==> config.mk <==
export PLATFORM = sky130hd
export DESIGN_NAME = fir_serial_host_flat
export DESIGN_NICKNAME = d
export VERILOG_FILES = /design/src/rtl/fir_serial_host_if.sv /design/src/rtl/fir_serial_host.sv /design/src/flat_wrapper.sv
export SDC_FILE = /design/constraint.sdc
export NUM_CORES = 1
export LEC_CHECK = 0
export ABC_CLOCK_PERIOD_IN_PS = 4700
export BUFFER_PORTS_ARGS = -buffer_cell sky130_fd_sc_hd__buf_4
export CORE_MARGIN = 2
export CORE_UTILIZATION = 50
export DETAILED_ROUTE_END_ITERATION = 16
export GPL_ROUTABILITY_DRIVEN = 0
export PLACE_DENSITY = 0.74
export SYNTH_ARGS = -nofsm -noshare
export SYNTH_HDL_FRONTEND = slang
export SYNTH_SLANG_ARGS = --single-unit
==> constraint.sdc <==
create_clock -name clk -period 4.7 [get_ports clk]
set_clock_uncertainty 0.15 [all_clocks]
set_input_delay 0.47 -clock clk [delete_from_list [all_inputs] [get_ports clk]]
set_output_delay 0.47 -clock clk [all_outputs]
set_load 0.01 [all_outputs]
==> src/rtl/fir_serial_host_if.sv <==
// Host-side bus bundle for the FIR serial link endpoint: parallel TX word port,
// serial out/in bit streams, parallel RX word port, word counters and enable.
interface fir_serial_host_if #(
    parameter int DATA_WIDTH = 16,
    parameter int CNT_WIDTH  = 16
);
    logic                  en;
    logic [DATA_WIDTH-1:0] tx_word;
    logic                  tx_valid;
    logic                  tx_ready;
    logic                  ser_dout;
    logic                  ser_dout_valid;
    logic                  ser_out_ready;
    logic                  ser_din;
    logic                  ser_din_valid;
    logic                  ser_din_ready;
    logic [DATA_WIDTH-1:0] rx_word;
    logic                  rx_valid;
    logic                  rx_ready;
    logic [CNT_WIDTH-1:0]  tx_count;
    logic [CNT_WIDTH-1:0]  rx_count;

    // The endpoint itself
    modport slave (
        input  en, tx_word, tx_valid, ser_out_ready, ser_din, ser_din_valid, rx_ready,
        output tx_ready, ser_dout, ser_dout_valid, ser_din_ready, rx_word, rx_valid,
               tx_count, rx_count
    );

    // Whoever drives the endpoint (board logic or bench)
    modport master (
        output en, tx_word, tx_valid, ser_out_ready, ser_din, ser_din_valid, rx_ready,
        input  tx_ready, ser_dout, ser_dout_valid, ser_din_ready, rx_word, rx_valid,
               tx_count, rx_count
    );
endinterface

==> src/rtl/fir_serial_host.sv <==
// Host-side endpoint of the FIR subsystem bit-serial link.
// TX shifts parallel words out MSB first; RX assembles incoming bits MSB first.
// rst is synchronous and active-low; while it is low every output reads 0.
// en=0 freezes both paths and masks every valid/ready so no transfer can happen.
module fir_serial_host #(
    parameter int DATA_WIDTH = 16,
    parameter int CNT_WIDTH  = 16
) (
    input  logic              clk,
    input  logic              rst,
    fir_serial_host_if.slave  bus
);
    localparam int BW = (DATA_WIDTH > 2) ? $clog2(DATA_WIDTH) : 1;
    localparam logic [BW-1:0]        LAST_BIT = BW'(DATA_WIDTH - 1);
    localparam logic [BW-1:0]        BIT_ONE  = BW'(1);
    localparam logic [CNT_WIDTH-1:0] CNT_ONE  = CNT_WIDTH'(1);

    typedef enum logic {T_IDLE, T_SHIFT}  tx_state_t;
    typedef enum logic {R_COLLECT, R_HOLD} rx_state_t;

    tx_state_t             tx_state;
    logic [DATA_WIDTH-1:0] tx_shreg;
    logic [BW-1:0]         tx_bitcnt;
    logic [CNT_WIDTH-1:0]  tx_count_q;

    rx_state_t             rx_state;
    logic [DATA_WIDTH-2:0] rx_shreg;
    logic [BW-1:0]         rx_bitcnt;
    logic [DATA_WIDTH-1:0] rx_word_q;
    logic [CNT_WIDTH-1:0]  rx_count_q;

    logic                  run;
    logic [DATA_WIDTH-1:0] rx_next;

    // Only W-1 previous bits need storing; the incoming bit completes the word.
    assign rx_next = {rx_shreg, bus.ser_din};
    assign run     = rst && bus.en;

    // Handshake outputs come from registered state, masked by reset and enable.
    assign bus.tx_ready       = run && (tx_state == T_IDLE);
    assign bus.ser_dout_valid = run && (tx_state == T_SHIFT);
    assign bus.ser_dout       = rst && tx_shreg[DATA_WIDTH-1];
    assign bus.ser_din_ready  = run && (rx_state == R_COLLECT);
    assign bus.rx_valid       = run && (rx_state == R_HOLD);
    assign bus.rx_word        = rst ? rx_word_q  : '0;
    assign bus.tx_count       = rst ? tx_count_q : '0;
    assign bus.rx_count       = rst ? rx_count_q : '0;

    // TX path: accept a word in T_IDLE, then shift it out one accepted bit at a time.
    always_ff @(posedge clk) begin
        if (!rst) begin
            tx_state   <= T_IDLE;
            tx_shreg   <= '0;
            tx_bitcnt  <= '0;
            tx_count_q <= '0;
        end else if (bus.en) begin
            case (tx_state)
                T_IDLE: begin
                    if (bus.tx_valid) begin
                        tx_shreg  <= bus.tx_word;
                        tx_bitcnt <= LAST_BIT;
                        tx_state  <= T_SHIFT;
                    end
                end
                T_SHIFT: begin
                    if (bus.ser_out_ready) begin
                        tx_shreg <= {tx_shreg[DATA_WIDTH-2:0], 1'b0};
                        if (tx_bitcnt == '0) begin
                            tx_state   <= T_IDLE;
                            tx_count_q <= tx_count_q + CNT_ONE;
                        end else begin
                            tx_bitcnt <= tx_bitcnt - BIT_ONE;
                        end
                    end
                end
                default: tx_state <= T_IDLE;
            endcase
        end
    end

    // RX path: collect DATA_WIDTH bits, then present the word until the consumer takes it.
    always_ff @(posedge clk) begin
        if (!rst) begin
            rx_state   <= R_COLLECT;
            rx_shreg   <= '0;
            rx_bitcnt  <= '0;
            rx_word_q  <= '0;
            rx_count_q <= '0;
        end else if (bus.en) begin
            case (rx_state)
                R_COLLECT: begin
                    if (bus.ser_din_valid) begin
                        rx_shreg <= rx_next[DATA_WIDTH-2:0];
                        if (rx_bitcnt == LAST_BIT) begin
                            rx_word_q <= rx_next;
                            rx_bitcnt <= '0;
                            rx_state  <= R_HOLD;
                        end else begin
                            rx_bitcnt <= rx_bitcnt + BIT_ONE;
                        end
                    end
                end
                R_HOLD: begin
                    if (bus.rx_ready) begin
                        rx_state   <= R_COLLECT;
                        rx_count_q <= rx_count_q + CNT_ONE;
                    end
                end
                default: rx_state <= R_COLLECT;
            endcase
        end
    end
endmodule
==> src/flat_wrapper.sv <==
// flat-port wrapper written by rule: the top's interface ports become plain ports
module fir_serial_host_flat 
#(
    parameter int DATA_WIDTH = 16,
    parameter int CNT_WIDTH  = 16
)
  (clk, rst, bus_en, bus_tx_word, bus_tx_valid, bus_ser_out_ready, bus_ser_din, bus_ser_din_valid, bus_rx_ready, bus_tx_ready, bus_ser_dout, bus_ser_dout_valid, bus_ser_din_ready, bus_rx_word, bus_rx_valid, bus_tx_count, bus_rx_count);
  fir_serial_host_if #(.DATA_WIDTH(DATA_WIDTH), .CNT_WIDTH(CNT_WIDTH)) bus_i ();
  input  logic clk;
  input  logic rst;
  input wire logic [$bits(bus_i.en)-1:0] bus_en;
  input wire logic [$bits(bus_i.tx_word)-1:0] bus_tx_word;
  input wire logic [$bits(bus_i.tx_valid)-1:0] bus_tx_valid;
  input wire logic [$bits(bus_i.ser_out_ready)-1:0] bus_ser_out_ready;
  input wire logic [$bits(bus_i.ser_din)-1:0] bus_ser_din;
  input wire logic [$bits(bus_i.ser_din_valid)-1:0] bus_ser_din_valid;
  input wire logic [$bits(bus_i.rx_ready)-1:0] bus_rx_ready;
  output wire logic [$bits(bus_i.tx_ready)-1:0] bus_tx_ready;
  output wire logic [$bits(bus_i.ser_dout)-1:0] bus_ser_dout;
  output wire logic [$bits(bus_i.ser_dout_valid)-1:0] bus_ser_dout_valid;
  output wire logic [$bits(bus_i.ser_din_ready)-1:0] bus_ser_din_ready;
  output wire logic [$bits(bus_i.rx_word)-1:0] bus_rx_word;
  output wire logic [$bits(bus_i.rx_valid)-1:0] bus_rx_valid;
  output wire logic [$bits(bus_i.tx_count)-1:0] bus_tx_count;
  output wire logic [$bits(bus_i.rx_count)-1:0] bus_rx_count;
  assign bus_i.en = bus_en;
  assign bus_i.tx_word = bus_tx_word;
  assign bus_i.tx_valid = bus_tx_valid;
  assign bus_i.ser_out_ready = bus_ser_out_ready;
  assign bus_i.ser_din = bus_ser_din;
  assign bus_i.ser_din_valid = bus_ser_din_valid;
  assign bus_i.rx_ready = bus_rx_ready;
  assign bus_tx_ready = bus_i.tx_ready;
  assign bus_ser_dout = bus_i.ser_dout;
  assign bus_ser_dout_valid = bus_i.ser_dout_valid;
  assign bus_ser_din_ready = bus_i.ser_din_ready;
  assign bus_rx_word = bus_i.rx_word;
  assign bus_rx_valid = bus_i.rx_valid;
  assign bus_tx_count = bus_i.tx_count;
  assign bus_rx_count = bus_i.rx_count;
  fir_serial_host #(.DATA_WIDTH(DATA_WIDTH), .CNT_WIDTH(CNT_WIDTH)) u_core (.clk(clk), .rst(rst), .bus(bus_i));
endmodule
==> impl_metrics.tcl <==
set metrics [dict create \
    die_x_um 93.7 \
    antenna_cells 0 \
    vias_per_cell 5.29 \
    critPathTopFamily "buffers and inverters" \
    end_kind "output pin" \
    maxSlewHeadroom_pct 32.0 \
    ctsResizeCount 0 \
    start_kind "primary input" \
    dp.cells 606 \
    io-pin-count 77 \
    setup_viol 0 \
    drive_gt1_share_pct 21.3 \
    io_buffers 76 \
    synth_cell_types 47 \
    async_reset_ff_share_pct 0 \
    slowest_delay_ns 0.58 \
    crit_top_cell "buf_4" \
    antenna_left 0 \
    cp.arrival_ns 1.98 \
    worstHoldPathCells 2 \
    cts_tree "yes" \
    place_hpwl_mm 5.64 \
    synth_nets 485 \
    grt_pass1_vias 3070 \
    cp.buffers_inverters 4 \
    rows 32 \
    power_density_nw_per_um2 286 \
    avgSynthCellArea_um2 8.83 \
    seq_area_frac_synth_pct 44.3 \
    cts_buffer_depth 2 \
    rr_worst_depth 5 \
    die_h_um 93.7 \
    worst-setup-path-type "in -> out" \
    hp-class "in -> reg" \
    synth_flop_cell "dfxtp_1" \
    wl_per_cell_um 13.2 \
    ir_drop_mv 0.165 \
    synth_edf_count 0 \
    min_period_ns 2.60 \
    fmax_ghz 0.385 \
    post_cts_buffers 0 \
    die_area_um2 8790 \
    core_um2 7770 \
    cp_max_fo 56 \
    track_usage_pct 19.2 \
    synthToLayoutAreaGrowth_pct 18.7 \
    antenna_found_initial 0 \
    path_clk_slew_ns 0.09 \
    path_cells "buf_4 > inv_2 > buf_4 > nor2_1 > buf_4" \
    grt_max_degree 57 \
    clk_latency_ns 0.36 \
    instances_no_fill 622 \
    drt_iter0_markers 131 \
    status "completed" \
    total_power_mw 1.37 \
    dr.pass1.iters 5 \
    wl_mm 8.19 \
    synth_area_um2 4030 \
    vias 3290 \
    rsz0062_at_grt "no" \
    clock_tree.root_cell "clkbuf_8" \
    rrSetupSlack_ns 2.26 \
    critPathSlowestCell "inv_2" \
    p_leak_nw 1.94 \
    cts_made_buffers 9 \
    nets 544 \
    synth.area.top_cells "dfxtp_1 (44%), and2_1 (7.6%), nor2_1 (5.0%)" \
    synth-seq-cells 89 \
    htree_levels 3 \
    tightestPinTransition_ns 1.02 \
    finalHoldViolCount 0 \
    post-route-util_pct 61.5 \
    slew_violations 0 \
    fin_crit_sh_pct 55.3 \
    cts.hold.buffers_added 0 \
    ys.warnings.count 0 \
    cp_num_cells 5 \
    synth_top_area_share_pct 44.3 \
    tns_ns 0 \
    grt_pass1_wl_mm 13.7 \
    crit_required_ns 4.08 \
    final_common_cell "dfxtp_1" \
    syn_inst 456 \
    layout_common_cells "dfxtp_1 (89), buf_4 (78), nor2_1 (54)" \
    drv_cap 0 \
    yosys.area.top_type "dfxtp_1" \
    overflow 0 \
    drc 0 \
    clock_sinks 89 \
    start_util_pct 51.8 \
]
[report_power, final]
part           switching [mW]  internal, mW
combinational          0.0633        0.0451
clock                   0.283         0.197
sequential             0.0100         0.770
[synth_stat cells, types with 3 or more instances]
cell type and instances:
a211oi_1 15, a21oi_1 22, a22o_1 16, and2_1 49, and3_1 6, and4_1 3
buf_1 5, buf_2 9, buf_4 3, clkbuf_1 13, dfxtp_1 89, ha_1 5
inv_1 6, mux2_1 3, mux2_2 8, mux2i_1 16, nand2_1 51, nand3_1 13
nand4_1 9, nor2_1 54, nor3_1 4, nor4_1 6, o21ai_0 7, or3_1 3
xnor2_1 12, xor2_1 6
[metal layers]
layer,up-vias,share of wire [%],track usage [%]
li1,1692,-,-
met1,1510,49,26.2
met2,76,45,30.8
met4,0,1.5,6.52
met3,12,4.8,3.37
met5,-,0,0
[worst paths after layout]
check | startpoint | to
hold / removal | bus_ser_din | u_core.rx_word_q[0]
setup / recovery | rst | bus_tx_count[2]
hold reg to reg | u_core.rx_shreg[1] | u_core.rx_shreg[2]
setup reg to reg | u_core.tx_state | u_core.tx_bitcnt[2]
[state kept, by name (all words and copies together), names as in the netlist]
signal / flops
u_core.tx_state: 1
u_core.rx_word_q: 16
u_core.tx_bitcnt: 4
u_core.rx_count_q: 16
u_core.tx_shreg: 16
u_core.rx_state: 1
u_core.tx_count_q: 16
u_core.rx_shreg: 15
u_core.rx_bitcnt: 4
[final cells by class]
class	instances	area (um2)
Fill cell	711	2990
Multi-Input combinational cell	330	2080
Sequential cell	89	1780
Timing Repair Buffer	78	586
Tap cell	102	128
Clock buffer	9	124
Clock inverter	7	52.6
Inverter	7	26.3
[per-stage QoR]
step                      setup slack, ns  area, um2  hold slack (ns)
after floorplan                      2.58       4030            0.286
after global placement               2.11       4600            0.295
after detailed placement             2.07       4600            0.309
after CTS                            2.07       4780            0.177
after global routing                 1.97       4780            0.193
final                                2.10       4780            0.188
[cells by family after synthesis]
kind of cell    count (synthesis)  synth area share [%]
buf+inv                        37                  4.01
mux                            27                  7.05
fa+ha+maj                       5                  1.55
simple gates                  212                  27.7
compound gates                 68                  11.5
xor+xnor                       18                  3.92
flops                          89                  44.3
(Power assumes the default switching activity.)
